===== config.mk =====
export PLATFORM = sky130hd
export DESIGN_NAME = hazard_stall_ctrl
export DESIGN_NICKNAME = d
export VERILOG_FILES = /design/src/rtl/hazard_stall_ctrl.sv
export SDC_FILE = /design/constraint.sdc
export NUM_CORES = 1
export LEC_CHECK = 0
export CORE_UTILIZATION = 48
export CTS_CLUSTER_SIZE = 30
export DETAILED_ROUTE_END_ITERATION = 6
export GPL_ROUTABILITY_DRIVEN = 1
export PLACE_DENSITY = 0.85
export SLEW_MARGIN = 20
export SYNTH_ARGS = -nofsm -noshare
export SYNTH_HDL_FRONTEND = slang
export SYNTH_SLANG_ARGS = --single-unit

===== constraint.sdc =====
create_clock -name clk -period 1.85 [get_ports clk]
set_clock_uncertainty 0.05 [all_clocks]
set_input_delay 0.37 -clock clk [delete_from_list [all_inputs] [get_ports clk]]
set_output_delay 0.37 -clock clk [all_outputs]
set_load 0.05 [all_outputs]

===== src/rtl/hazard_stall_ctrl.sv =====
// Pipeline hazard consumer: turns load-use/branch/jump/memory-busy requests into
// register write enables, flushes and PC enable, with stale-request masking and perf counters.
module hazard_stall_ctrl #(
    parameter int CNT_W    = 16,
    parameter int MAX_WAIT = 64
) (
    input  logic             clk,
    input  logic             rst_n,
    input  logic             Load_Use,
    input  logic             Branch_Taken,
    input  logic             Jump,
    input  logic             Mem_Busy,
    input  logic             Cnt_Clr,
    output logic             PC_Write,
    output logic             IF_ID_Write,
    output logic             IF_ID_Flush,
    output logic             ID_Ex_Flush,
    output logic             Ex_Mem_Hold,
    output logic [1:0]       Ctrl_State,
    output logic [CNT_W-1:0] Stall_Cnt,
    output logic [CNT_W-1:0] Flush_Cnt,
    output logic             Mem_Timeout
);

    typedef enum logic [1:0] {
        RUN       = 2'd0,
        LU_BUBBLE = 2'd1,
        FLUSHED   = 2'd2,
        MEM_WAIT  = 2'd3
    } state_t;

    localparam logic [CNT_W-1:0] WAIT_LAST = CNT_W'(MAX_WAIT - 1);

    state_t           state_reg, state_next;
    logic [CNT_W-1:0] stall_cnt_reg, flush_cnt_reg, wait_cnt_reg;
    logic             timeout_reg;
    logic             load_use_eff;

    // The cycle after a bubble or flush, ID/EX holds a bubble, so a load-use hit is stale.
    assign load_use_eff = Load_Use && (state_reg != LU_BUBBLE) && (state_reg != FLUSHED);

    // State register
    always_ff @(posedge clk or negedge rst_n) begin
        if (!rst_n)
            state_reg <= RUN;
        else
            state_reg <= state_next;
    end

    // Next-state logic; MEM_WAIT needs no special case since exit re-evaluates normally
    always_comb begin
        state_next = RUN;
        if (Mem_Busy)
            state_next = MEM_WAIT;
        else if (Branch_Taken)
            state_next = FLUSHED;
        else if (load_use_eff)
            state_next = LU_BUBBLE;
        else if (Jump)
            state_next = FLUSHED;
    end

    // Output logic, forced low while reset is asserted
    always_comb begin
        PC_Write    = 1'b0;
        IF_ID_Write = 1'b0;
        IF_ID_Flush = 1'b0;
        ID_Ex_Flush = 1'b0;
        Ex_Mem_Hold = 1'b0;
        if (rst_n) begin
            if (Mem_Busy) begin
                Ex_Mem_Hold = 1'b1;
            end else if (Branch_Taken) begin
                PC_Write    = 1'b1;
                IF_ID_Write = 1'b1;
                IF_ID_Flush = 1'b1;
                ID_Ex_Flush = 1'b1;
            end else if (load_use_eff) begin
                ID_Ex_Flush = 1'b1;
            end else if (Jump) begin
                PC_Write    = 1'b1;
                IF_ID_Write = 1'b1;
                IF_ID_Flush = 1'b1;
            end else begin
                PC_Write    = 1'b1;
                IF_ID_Write = 1'b1;
            end
        end
    end

    // Saturating performance counters; clear beats increment
    always_ff @(posedge clk or negedge rst_n) begin
        if (!rst_n) begin
            stall_cnt_reg <= '0;
            flush_cnt_reg <= '0;
        end else if (Cnt_Clr) begin
            stall_cnt_reg <= '0;
            flush_cnt_reg <= '0;
        end else begin
            if (!PC_Write && stall_cnt_reg != '1)
                stall_cnt_reg <= stall_cnt_reg + 1'b1;
            if (IF_ID_Flush && flush_cnt_reg != '1)
                flush_cnt_reg <= flush_cnt_reg + 1'b1;
        end
    end

    // Memory-wait watchdog; the count parks at MAX_WAIT-1 so it can never wrap
    always_ff @(posedge clk or negedge rst_n) begin
        if (!rst_n) begin
            wait_cnt_reg <= '0;
            timeout_reg  <= 1'b0;
        end else if (Mem_Busy) begin
            if (wait_cnt_reg == WAIT_LAST)
                timeout_reg <= 1'b1;
            else
                wait_cnt_reg <= wait_cnt_reg + 1'b1;
        end else begin
            wait_cnt_reg <= '0;
        end
    end

    assign Ctrl_State  = state_reg;
    assign Stall_Cnt   = stall_cnt_reg;
    assign Flush_Cnt   = flush_cnt_reg;
    assign Mem_Timeout = timeout_reg;

endmodule


======== After elaboration in Yosys (flattened, before gate mapping) ========
Index checks and enable logic that the tools add are counted.
Widths: inputs -> output; s select.
storage, ports and cells
  register bits after elaboration ......... 51
  word-level logic and storage cells ...... 47
  input bits .............................. 7
cells by class
  add/subtract/negate cells ............... 3
  mux-type cells .......................... 25
  reductions and logical operators ........ 8
  eq/ne operators ......................... 6
operators with widths
  operator               number
  $mux 16                6
  $add 16x1->16 const B  3
  $ne 16x16->1 const B   2
  $eq 16x6->1 const B    1
  $mux 1                 15
  $mux 2                 4
  $logic_and 1x1->1      4
  $ne 2x2->1 const B     2
  $reduce_bool 2->1      2
  $ne 2x1->1 const B     1
  $reduce_and 2->1       1
  $logic_not 1->1        1

======== Longest topological paths before layout ========
Gate-level depths: netlist of run 1.
  depth after elaboration ................. 11
  mapped depth ............................ 7
  gate-level depth less buffers ........... 6

======== Worst setup path before layout of run 1 ========
Ideal clock, no wire load.
  path kind ............................... register to register
  start point ............................. register state_reg[1], in the netlist Ctrl_State[1]
  end point ............................... register flush_cnt_reg[15], in the netlist Flush_Cnt[15]
  data required time ...................... 1.675 ns
  path slack .............................. -0.314 ns
  stages on the path, launching flop included .. 6
  arrival ................................. 1.989 ns
  setup time .............................. 0.125 ns
  cells stage by stage .................... dfrtp_1 xor2_2 o211ai_2 nor4_1 nor3b_2 mux2_2
on the way
  word-level cells in the longest chain between the ends .. 9
  elaborated cells between the ends (all ways) .. 10
  those cells by class .................... 2 x eq/ne; 4 x mux; 4 x reduce/logical
RTL lines
  item                                    line  RTL
  start, declared                         34    state_t state_reg, state_next;
  start signal, assigned                  47    state_reg <= state_next;
  $ne 2x1->1                              40    assign load_use_eff = Load_Use && (state_reg != LU_BUBBLE) && (state_reg != FLUSHED);
  $logic_and 1x1->1                       40
  $logic_and 1x1->1 (*)                   40
  $mux 1 (*)                              78    end else if (load_use_eff) begin
  $mux 1 (*)                              73    end else if (Branch_Taken) begin
  $mux 1 (*)                              71    if (Mem_Busy) begin
  $mux 1 (*)                              70    if (rst_n) begin
  $logic_and 1x1->1 (*)                   102   if (IF_ID_Flush && flush_cnt_reg != '1)
  $reduce_bool 2->1 (no source line) (*)  -
  end signal, assigned                    103   flush_cnt_reg <= flush_cnt_reg + 1'b1;
  end, declared                           35    logic [CNT_W-1:0] stall_cnt_reg, flush_cnt_reg, wait_cnt_reg;
Every way passes the cells marked *; elsewhere a longest branch is shown, timed or not.
A chain may end at the register's enable or synchronous reset.

======== Worst setup path after layout of run 1 ========
  start point ............................. register flush_cnt_reg[9], in the netlist Flush_Cnt[9]
  end point ............................... register flush_cnt_reg[11], in the netlist Flush_Cnt[11]
on the way
  word-level cells in the longest chain between the ends .. 3
  elaborated cells between the ends (all ways) .. 6
  those cells by class .................... 1 x add/sub; 1 x eq/ne; 2 x mux; 2 x reduce/logical
RTL lines
  item                                                  line
  $add 16x1->16 / $ne 16x16->1 (equally long branches)  103, 102
  $mux 16 / $logic_and 1x1->1 (equally long branches)   102
  $mux 16 / $reduce_bool 2->1 (equally long branches)   -
Parallel ways exist; a longest one is shown, timed or not. The select of a mux whose other input is x is not followed.

==> results of run 1 <==
[repair_timing]
action	4_1_cts	5_1_grt
setup endpoints to repair	21	27
buffers inserted	4	2
pin swaps	8	15
hold endpoints to repair	0	0
gates resized for setup	21	34
[power by group through the flow]
stage          Clock, mW  Sequential (mW)  Combinational, mW
5_1_grt            0.882             1.16              0.352
4_1_cts            0.839             1.16              0.308
3_3_place_gp           0             1.18              0.285
3_5_place_dp           0             1.18              0.291
6_report           0.830             1.16              0.331
2_1_floorplan          0             1.22              0.114
[through the flow]
stage	setup slack, ps	setup TNS [ps]	instances	power [mW]	cell area [sq um]
finish	-88.5	-665	448	2.32	4050
global route	-180	-2210	448	2.39	4050
CTS	-88.9	-375	446	2.30	3840
detailed placement	-456	-10260	434	1.47	3610
global placement	-419	-8100	434	1.46	3610
floorplan	-129	-626	291	1.33	2880
[cell families (layout without fill, tap and decap cells)]
family,Yosys count,after routing,synth area share
xor gates and xnor gates,31,31,0.101
and+or+nand+nor,147,147,0.291
AOI/OAI and AO/OA,37,37,0.0882
DFF,51,51,0.462
buffers and inverters,18,103,0.0294
muxes,4,4,0.0154
adders and majority gates,3,3,0.0136
[cells in the final DEF (no fill, tap or decap), types with 10 or more instances in the layout]
cell type  instances
buf_4             74
dfrtp_1           24
dfrtp_2           27
nand2_1           24
nand3_1           13
nand4_1           10
nor2_1            29
nor4_4            13
o21ai_0           11
xnor2_1           25
[final timing paths]
check	startpoint	to	slack [ps]	cells after the start
max reg2reg	Flush_Cnt[9]	Flush_Cnt[11]	-90	6
min	rst_n	Flush_Cnt[8]	20	2
min in group clk	Mem_Timeout	Mem_Timeout	420	1
max in group asynchronous	rst_n	wait_cnt_reg[2]	990	3
max	Flush_Cnt[9]	Flush_Cnt[11]	-90	6
min reg2reg	Mem_Timeout	Mem_Timeout	420	1
[per-layer routing]
| metal | vias to the layer above | track usage | share of wire |
|---|---|---|---|
| met5 | - | 0 | 0 |
| met4 | 0 | 0.0963 | 0.032 |
| met3 | 23 | 0.0353 | 0.051 |
| met2 | 95 | 0.416 | 0.50 |
| met1 | 1215 | 0.303 | 0.41 |
| li1 | 1193 | - | - |
[area by class of cell]
type,instances,area share
Clock buffer,6,0.0204
Timing Repair Buffer,89,0.188
Sequential cell,51,0.324
Inverter,6,0.00618
Multi-Input combinational cell,222,0.431
Clock inverter,2,0.00866
Tap cell,72,0.0223
[worst max-delay path: stages (launching register included)]
cell and delay (ps):
dfrtp_2 430, nand4_1 290, nor4_4 380, nor4_2 100, buf_4 140, nand4_1 120
mux2_4 320
==> results.py, run 1 <==
metrics = {
    "drt": {
        "routedWlPerCell_microns": 16.0,
        "vias_per_cell": 5.64,
        "drc_errors": 0,
        "ant_nets": 0,
        "vias": 2526,
        "routed_wl_mm": 7.15,
        "drt_iter0_drc": 247,
        "firstDrtPassIters": 4,
    },
    "yosys": {
        "synth.most_common_cell": "dfrtp_1",
        "syn_inst": 291,
        "synthArstFlopShare": 1.00,
        "synth_top_area_cell": "dfrtp_1",
        "syn_nets": 301,
        "synth_area_sq_mm": 0.00277,
        "yosys-top-cells-area": "dfrtp_1 (46%), xnor2_1 (8.2%), nor2_1 (3.9%)",
        "synth_seq_cells": 51,
        "yosysWarningCount": 0,
        "ys_top_cells_by_count": "dfrtp_1 (51), nor2_1 (29), nand2_1 (27)",
        "synth-edff-count": 0,
        "synth_top_area_frac": 0.462,
        "syn_avg_cell_area_sq_um": 9.50,
        "synth_flop_cell": "dfrtp_1",
        "ys_seq_area_frac": 0.462,
        "synth_cell_types": 50,
    },
    "clocking": {
        "ctsHoldBuffers": 0,
        "cts_tree": "done",
        "clockRootBuffer": "clkbuf_8",
        "cts_made_buffers": 5,
        "htreeDepth": 2,
        "clk_latency_ps": 310,
        "clockBufferDepth": 2,
        "clkTransAtPathRegs_ps": 100,
        "cts.sinks": 51,
    },
    "layout": {
        "n_antenna_cell": 0,
        "drive_gt1_frac": 0.444,
        "final-seq-area_sq_mm": 0.00131,
        "final_nets": 385,
        "syn_to_final_growth_pct": 46.3,
        "nFillCells": 372,
        "fin_util": 0.730,
        "multiInputGateArea_sq_mm": 0.00174,
    },
    "floorplan": {
        "io_pins": 47,
        "dieWidth_microns": 77.9,
        "core-area_sq_mm": 0.00554,
        "die_h_microns": 77.9,
        "row_count": 27,
        "dieArea_sq_mm": 0.00607,
        "start_util": 0.499,
    },
    "worst_setup_path": {
        "end_kind": "flop",
        "crit_required_ps": 2010,
        "startpoint_type": "flop",
        "criticalPathCategory": "reg -> reg",
        "cp.arrival_ps": 2100,
        "crit_fanout": 6,
    },
    "power": {
        "leakage_nw": 1.66,
        "p_per_area_mw_per_mm2": 573,
        "switching_power_mw": 0.615,
        "pwr-share-clk": 0.358,
        "sw_frac_of_total": 0.265,
        "pwr-share-seq": 0.499,
        "vdd_drop_max_v": 0.000355,
        "intPower_mw": 1.70,
        "pwr-share-comb": 0.143,
    },
    "sta": {
        "hold_violations": 0,
        "fin_crit_sh": 1.05,
        "slew-limit-headroom": 0.635,
        "worst_pin_slew_ps": 543,
        "hold_slack_ps": 20.4,
        "worst_slack_ps": -88.5,
        "grt_setup_unrepaired": "yes",
        "finalMaxSlewViolations": 0,
        "setup_viol": 14,
        "period_needed_ps": 1940,
        "fmax_ghz": 0.516,
    },
    "global_route": {
        "grt_max_degree": 35,
        "grt.total_usage": 0.241,
        "antenna_found_initial": 0,
        "grt_overflow": 0,
        "grt_pass1_wl_mm": 11.5,
        "first_global_vias": 2456,
    },
    "min_path": {
        "hp-class": "in -> async",
    },
    "run_status": {
        "failed_checks": "setup timing",
        "status": "finished, violations left",
    },
    "placed_design": {
        "portBuffers": 46,
        "hpwl_mm": 4.65,
        "gp_congestion": 0.816,
    },
    "job": {
        "maxCapViolCount": 0,
    },
}
Power figures use the tool's default switching activity.
==> run 2: changes to the inputs <==
--- a/config.mk
+++ b/config.mk
@@ -6,11 +6,11 @@
 export NUM_CORES = 1
 export LEC_CHECK = 0
 export CORE_UTILIZATION = 48
-export CTS_CLUSTER_SIZE = 30
+export CTS_CLUSTER_SIZE = 16
 export DETAILED_ROUTE_END_ITERATION = 6
 export GPL_ROUTABILITY_DRIVEN = 1
 export PLACE_DENSITY = 0.85
-export SLEW_MARGIN = 20
+export SLEW_MARGIN = 5
 export SYNTH_ARGS = -nofsm -noshare
 export SYNTH_HDL_FRONTEND = slang
 export SYNTH_SLANG_ARGS = --single-unit
==> results of run 2 <==
Final layout, timing and power as in run 1 (identical DEF).
